File: src/rtl/seg_scan_monitor.sv
// seg_scan_monitor: selects one of NCH 32-bit debug channels and scans it onto a
// common-anode seven-segment array. Optional leading-zero blanking: `define SEG_LZB_EN.
module seg_scan_monitor #(
  parameter int NCH        = 16,
  parameter int DIGITS     = 8,
  parameter int SCAN_DIV   = 100000,
  parameter int AUTO_TICKS = 50000000,
  localparam int CW        = $clog2(NCH)
) (
  input  logic              clk,
  input  logic              resetn,
  input  logic [NCH*32-1:0] ch_data,
  input  logic [CW-1:0]     sel,
  input  logic              auto_en,
  input  logic              step,
  output logic [DIGITS-1:0] sel_seg,
  output logic [6:0]        seg7,
  output logic [CW-1:0]     cur_ch
);

  localparam int DW     = (DIGITS > 1) ? $clog2(DIGITS) : 1;
  localparam int DIV_W  = $clog2(SCAN_DIV);
  localparam int AUTO_W = $clog2(AUTO_TICKS);

  localparam logic [DW-1:0]     LAST_DIG  = DW'(DIGITS - 1);
  localparam logic [CW-1:0]     LAST_CH   = CW'(NCH - 1);
  localparam logic [DIV_W-1:0]  LAST_DIV  = DIV_W'(SCAN_DIV - 1);
  localparam logic [AUTO_W-1:0] LAST_AUTO = AUTO_W'(AUTO_TICKS - 1);

  function automatic logic [6:0] seg_decode(input logic [3:0] nib);
    logic [6:0] pat;
    case (nib)
      4'h0:    pat = 7'h40;
      4'h1:    pat = 7'h79;
      4'h2:    pat = 7'h24;
      4'h3:    pat = 7'h30;
      4'h4:    pat = 7'h19;
      4'h5:    pat = 7'h12;
      4'h6:    pat = 7'h02;
      4'h7:    pat = 7'h78;
      4'h8:    pat = 7'h00;
      4'h9:    pat = 7'h10;
      4'hA:    pat = 7'h08;
      4'hB:    pat = 7'h03;
      4'hC:    pat = 7'h46;
      4'hD:    pat = 7'h21;
      4'hE:    pat = 7'h06;
      4'hF:    pat = 7'h0E;
      default: pat = 7'h7F;
    endcase
    return pat;
  endfunction

  // dig_idx_r holds the digit that the next scan tick will light, so the first
  // tick after reset lights digit 0 and the tick lighting the last digit closes a frame.
  logic [DIV_W-1:0]  div_cnt_r;
  logic [DW-1:0]     dig_idx_r;
  logic [AUTO_W-1:0] auto_cnt_r;
  logic [CW-1:0]     cur_ch_r;
  logic [31:0]       snap_r;
  logic              step_q_r;
  logic [DIGITS-1:0] sel_seg_r;
  logic [6:0]        seg7_r;

  logic              scan_tick_s;
  logic              frame_end_s;
  logic              step_edge_s;
  logic              auto_wrap_s;
  logic [CW-1:0]     next_ch_s;
  logic [31:0]       ch_word_s;
  logic [3:0]        nibble_s;
  logic [6:0]        lit_seg_s;
  logic [DIGITS-1:0] dig_onehot_s;
`ifdef SEG_LZB_EN
  logic              upper_zero_s;
`endif

  // Scan/channel control decode
  always_comb begin
    scan_tick_s  = (div_cnt_r == LAST_DIV);
    frame_end_s  = (dig_idx_r == LAST_DIG);
    step_edge_s  = step & ~step_q_r;
    auto_wrap_s  = (auto_cnt_r == LAST_AUTO);
    next_ch_s    = (cur_ch_r == LAST_CH) ? {CW{1'b0}} : (cur_ch_r + CW'(1));
    ch_word_s    = ch_data[{cur_ch_r, 5'b00000} +: 32];
    dig_onehot_s = DIGITS'(1) << dig_idx_r;
  end

  // Segment pattern for the digit lit on the next scan tick
  always_comb begin
    nibble_s = snap_r[{dig_idx_r, 2'b00} +: 4];
`ifdef SEG_LZB_EN
    upper_zero_s = 1'b1;
    for (int j = 0; j < DIGITS; j++) begin
      upper_zero_s = upper_zero_s &
                     ~((j >= int'(dig_idx_r)) && (snap_r[4*j +: 4] != 4'h0));
    end
    if ((dig_idx_r != DW'(0)) && upper_zero_s) begin
      lit_seg_s = 7'h7F;
    end else begin
      lit_seg_s = seg_decode(nibble_s);
    end
`else
    lit_seg_s = seg_decode(nibble_s);
`endif
  end

  // Digit scan, frame snapshot and registered display outputs
  always_ff @(posedge clk) begin
    if (!resetn) begin
      div_cnt_r <= {DIV_W{1'b0}};
      dig_idx_r <= {DW{1'b0}};
      snap_r    <= 32'h0000_0000;
      sel_seg_r <= {DIGITS{1'b1}};
      seg7_r    <= 7'h7F;
    end else if (scan_tick_s) begin
      div_cnt_r <= {DIV_W{1'b0}};
      sel_seg_r <= ~dig_onehot_s;
      seg7_r    <= lit_seg_s;
      if (frame_end_s) begin
        dig_idx_r <= {DW{1'b0}};
        snap_r    <= ch_word_s;
      end else begin
        dig_idx_r <= dig_idx_r + DW'(1);
      end
    end else begin
      div_cnt_r <= div_cnt_r + DIV_W'(1);
    end
  end

  // Channel selection: manual follow with clamp, or auto-cycle with step override
  always_ff @(posedge clk) begin
    if (!resetn) begin
      cur_ch_r   <= {CW{1'b0}};
      auto_cnt_r <= {AUTO_W{1'b0}};
      step_q_r   <= 1'b0;
    end else begin
      step_q_r <= step;
      if (!auto_en) begin
        auto_cnt_r <= {AUTO_W{1'b0}};
        if (int'(sel) >= NCH) begin
          cur_ch_r <= LAST_CH;
        end else begin
          cur_ch_r <= sel;
        end
      end else if (step_edge_s || auto_wrap_s) begin
        // a coincident step edge and timer wrap still advance only once
        auto_cnt_r <= {AUTO_W{1'b0}};
        cur_ch_r   <= next_ch_s;
      end else begin
        auto_cnt_r <= auto_cnt_r + AUTO_W'(1);
      end
    end
  end

  assign sel_seg = sel_seg_r;
  assign seg7    = seg7_r;
  assign cur_ch  = cur_ch_r;

endmodule

File: config.mk
export PLATFORM = sky130hd
export DESIGN_NAME = seg_scan_monitor
export DESIGN_NICKNAME = d
export VERILOG_FILES = /design/src/rtl/seg_scan_monitor.sv
export SDC_FILE = /design/constraint.sdc
export NUM_CORES = 1
export LEC_CHECK = 0
export CAP_MARGIN = 25
export CORE_AREA = 2 2 207 209
export DETAILED_ROUTE_END_ITERATION = 10
export DIE_AREA = 0 0 209 211
export PLACE_DENSITY = 0.47
export SYNTH_ARGS = -nofsm -noshare
export SYNTH_HDL_FRONTEND = slang
export SYNTH_SLANG_ARGS = --single-unit
File: constraint.sdc
create_clock -name clk -period 2.3 [get_ports clk]
set_input_delay 0.345 -clock clk [delete_from_list [all_inputs] [get_ports clk]]
set_output_delay 0.345 -clock clk [all_outputs]
set_load 0.02 [all_outputs]
Yosys cells after proc, flatten, opt, wreduce, memory -nomap -nowiden
Memories as Yosys holds them, arrays and structs flattened. A register that Yosys moved wholly into a read port is not among the register bits.
Cells that the tools add are included.

cells by class
  add/sub/neg operators = 4
  bitwise gates (word level) = 5
  reduce and logical (&&, ||, !) cells = 5
  eq/ne operators = 5
  multiplexer cells = 4
  shift-type cells = 3

operators with widths
  kind                                                               count
  512-bit by 10-bit variable part select with 32-bit output          1
  32-bit by 6-bit variable part select with 4-bit output             1
  26-bit by 1-bit adder with 26-bit output, second input constant    1
  26-bit equality test, second input constant                        1
  17-bit by 1-bit adder with 17-bit output, second input constant    1
  17-bit equality test, second input constant                        1
  4-bit two-way mux                                                  3
  8-bit inverter                                                     1
  1-bit by 3-bit left shift with 8-bit output, first input constant  1
  4-bit by 1-bit adder with 4-bit output, second input constant      1
  4-bit equality test, second input constant                         1
  3-bit by 1-bit adder with 3-bit output, second input constant      1
  3-bit equality test, second input constant                         1
  3-bit two-way mux                                                  1
  1-bit inverter                                                     3
  3-bit OR reduction                                                 1
  2-bit by 1-bit != test with 1-bit output, second input constant    1
  2-bit AND reduction                                                1
  2-bit OR reduction                                                 1
  1-bit AND                                                          1
  1-bit zero test                                                    1
  1-bit logical OR                                                   1

word-level totals
  logic and storage cells = 34
  output and inout port bits = 19
  register bits = 91
  bits in read-only memories = 112
  input port bits = 520
  memories kept = 1

memories
  name             words  bits a word  rd ports  clocked after Yosys merged registers in  write ports  RTL line  source
  (no name shown)  16     7            1         1                                        0            32        case (nib)

Longest topological paths before layout
  word-level depth = 5
  mapped depth = 8
  gate-level depth less buffers = 7

Least setup slack after synthesis
OpenSTA, ideal clock, no wires.

  path type = reg2reg
  start point = register dig_idx_r[0]
  end point = register seg7_r[5], in the netlist seg7[5]
  cell stages (with the launch flop) = 9
  setup time = 139 ps
  buffers on the path = 1
  arrival = 2083 ps
  clock period less this slack = 2222 ps
  setup slack = 78 ps
  required time = 2161 ps
  cells stage by stage = dfxtp_1 -> buf_6 -> mux4_2 -> mux2i_4 -> inv_1 -> ha_1 -> mux2_2 -> a21oi_1 -> o211ai_1

between the ends
  longest elaborated chain between the ends = 1

RTL lines
  element                                                 RTL line  source
  start: declaration                                      57        logic [DW-1:0] dig_idx_r;
  start signal: assignment                                112       dig_idx_r <= {DW{1'b0}};
  start signal: assignment                                121       dig_idx_r <= {DW{1'b0}};
  start signal: assignment                                124       dig_idx_r <= dig_idx_r + DW'(1);
  32-bit by 6-bit variable part select with 4-bit output  91        nibble_s = snap_r[{dig_idx_r, 2'b00} +: 4];
  end: declaration                                        63        logic [6:0] seg7_r;

Every way passes these cells.
A chain may end at the register's enable or synchronous reset.

Worst setup path in the final report
  start point = register dig_idx_r[0]
  end point = register seg7_r[6], in the netlist seg7[6]

The elaborated chain is that of the path after synthesis.

==> results.py <==
metrics = {
    "outcome": {
        "status": "finished, final reports clean",
    },
    "finish": {
        "area_growth_pct": 79.69,
        "drive_above_1_share": 0.2105,
        "finalNetCount": 1750,
        "fillers": 4077,
        "final_cell_count_no_fill": 1771,
        "final_cell_area_um2": 14910,
    },
    "worst_hold_path": {
        "min_path_cells": 1,
        "hold_class": "register to register",
        "hold_end": "div_cnt_r[0]",
        "worstHoldStart": "div_cnt_r[0]",
    },
    "synth": {
        "synthFlopType": "dfxtp_1",
        "syn_area_per_cell_um2": 12.31,
        "ys_async_sr_fraction": 0,
        "synth_area_leaders": "mux4_2, dfxtp_1, o2bb2ai_1",
        "synth_common_cells": "mux4_2, dfxtp_1, nor2_1",
        "syn-instance-count": 674,
        "ys_warn_count": 0,
        "synth-edff-count": 0,
        "yosysTopAreaCell": "mux4_2",
        "netlist_area_um2": 8299,
        "ys_types": 47,
        "ys_seq_elements": 98,
        "synth_top_area_frac": 0.4559,
        "synth_most_common_cell": "mux4_2",
        "syn_nets": 1208,
        "yosysSeqAreaShare": 0.2364,
    },
    "timing": {
        "maxSlewHeadroom": 0.6452,
        "finalCritPeriodShare": 0.9659,
        "setup-violations-final": 0,
        "slew_violations": 0,
        "fmax_mhz": 450.1,
        "setup_tns_ns": 0,
        "finalHoldViolations": 0,
        "tightest_slew_ns": 0.5281,
        "skew_ns": 0.02129,
        "rsz0062_at_grt": "no",
        "layout_min_cycle_time_ns": 2.222,
    },
    "detailed_routing": {
        "postRouteAntennaNets": 0,
        "first_iter_violations": 706,
        "first_pass_iters": 5,
        "vias": 8652,
        "route.detailed.drc": 0,
        "wl_um": 53550,
        "avgRoutedWirePerCell_um": 30.24,
        "avgViaCountPerCell": 4.885,
    },
    "pwr": {
        "leakage_nw": 5.029,
        "powerDensity_nw_per_um2": 383.4,
        "p_total_mw": 5.717,
        "vdd.ir_drop.worst_v": 0.0003128,
    },
    "grt": {
        "grt.total_usage": 0.2406,
        "grt_overflow_total": 0,
        "grt_pass1_vias": 9113,
        "grt_pass1_wl_um": 73310,
        "antenna_found_initial": 30,
        "grt_max_degree": 43,
    },
    "critical_path": {
        "ff2ff_setup_slack_ns": 0.08,
        "arrival_ns": 2.46,
        "ff2ff_path_depth": 7,
        "reg2reg_to": "seg7[6]",
        "path_class": "register to register",
        "crit_fanout": 8,
        "startpoint_type": "register",
        "r2r_start": "dig_idx_r[0]",
        "required_ns": 2.54,
        "endpoint_kind": "register",
    },
    "clock_tree": {
        "cts-root-buf": "clkbuf_16",
        "path_clk_slew_ns": 0.08,
        "htree_levels": 3,
        "clock_latency_ns": 0.36,
        "cts_buffers": 9,
        "cts_buffer_depth": 2,
        "hold_buffers": 0,
        "cts_tree": "yes",
        "cts.sinks": 98,
    },
    "die": {
        "ios": 539,
        "dieArea_um2": 44100,
        "start_util": 0.1987,
        "core_area_um2": 41760,
        "fp.dieW_um": 209,
        "die_h_um": 211,
        "num_rows": 75,
    },
    "place": {
        "hpwl_um": 46820,
        "dp_cells": 1744,
        "place.gp.congestion": 0.9311,
        "port_buffers": 538,
        "dpl_cell_area_um2": 14590,
    },
    "run": {
        "drv_cap": 0,
    },
}
metal layers:
metal	GRT usage	up-vias	share of wire
met5	0	-	0.0020
met4	0.03300	18	0.0079
met3	0.07597	46	0.11
met2	0.3617	458	0.44
met1	0.3447	4346	0.44
li1	-	3784	-
worst max path at each step:
| stage | start | endpoint | cells past startpoint | slack (ns) |
|---|---|---|---|---|
| after detailed placement | dig_idx_r[0] | seg7[6] | 7 | 0.03 |
| after global placement | dig_idx_r[0] | seg7[0] | 6 | 0.07 |
| final | dig_idx_r[0] | seg7[6] | 7 | 0.08 |
| after CTS | dig_idx_r[0] | seg7[6] | 7 | 0.0003 |
| after floorplan | dig_idx_r[0] | seg7[5] | 8 | 0.08 |
| after global routing | dig_idx_r[0] | seg7[2] | 8 | 0.009 |
sequential cells by signal (all words and copies together), names as in the netlist:
name	count
cur_ch	4
auto_cnt_r	26
seg7	7
div_cnt_r	17
sel_seg	8
step_q_r	1
snap_r	32
dig_idx_r	3
power by group:
group	switching, mW	leakage (nW)	total, mW	internal (mW)
combinational	0.866	4.09	2.47	1.61
sequential	0.0263	0.794	1.73	1.71
clock	0.753	0.140	1.51	0.757
cells by family after synthesis:
group / after synthesis / synth area share
compound gates: 68 / 0.06362
xor+xnor: 40 / 0.04221
fa+ha+maj: 14 / 0.02111
buf+inv: 107 / 0.06287
flops: 98 / 0.2364
mux: 178 / 0.4716
simple gates: 169 / 0.1022
worst max-delay path, cell delays in order, from the launching register on:
cell and delay [ns]:
dfxtp_2 0.36, buf_12 0.14, mux4_2 0.50, mux2_2 0.34
ha_2 0.23, mux2_2 0.26, a21oi_1 0.19, o211ai_1 0.10
repair_timing:
item,4_1_cts,5_1_grt
resized for setup,0,3
endpoints found under the setup margin,0,5
buffers inserted,0,0
metrics by stage:
| stage | hold slack, ns | utilization | worst slack (ns) |
|---|---|---|---|
| after floorplan | 0.4271 | - | 0.07846 |
| after global placement | 0.4474 | 0.3495 | 0.07183 |
| after detailed placement | 0.4515 | 0.3495 | 0.02645 |
| after CTS | 0.4727 | 0.3563 | 0.0003273 |
| after global routing | 0.4932 | 0.3565 | 0.009431 |
| final | 0.4722 | 0.3571 | 0.07846 |
final cells by class:
cell class | count | area (µm²) | share of cell area
Tap cell | 539 | 674.4 | 0.04522
Multi-Input combinational cell | 469 | 5829 | 0.3909
Sequential cell | 98 | 1973 | 0.1323
Clock buffer | 9 | 225.2 | 0.01510
Clock inverter | 7 | 61.31 | 0.004111
Inverter | 47 | 176.4 | 0.01183
Antenna cell | 11 | 27.53 | 0.001846
Timing Repair Buffer | 591 | 5946 | 0.3987
placed cells by master, fill, tap and decap left out, types with 3 or more instances in the layout:
master	n
nand4_1	7
clkdlybuf4s50_1	538
dfxtp_2	3
nand2_1	25
clkinv_1	30
and4_1	7
mux4_2	168
and2_1	3
o211ai_1	4
inv_1	15
mux2i_1	4
nor4_1	6
ha_1	13
diode_2	11
nand3_1	18
buf_12	13
xor2_1	15
o21ai_0	9
or3_1	3
o2bb2ai_1	33
nor2_1	65
nor4b_1	3
clkbuf_16	9
xnor2_1	25
buf_4	40
a211oi_1	4
a21oi_1	8
dfxtp_1	93
nor3_1	9
and3_1	11
mux2_2	4
No activity file was read; power rests on OpenSTA's default activity.
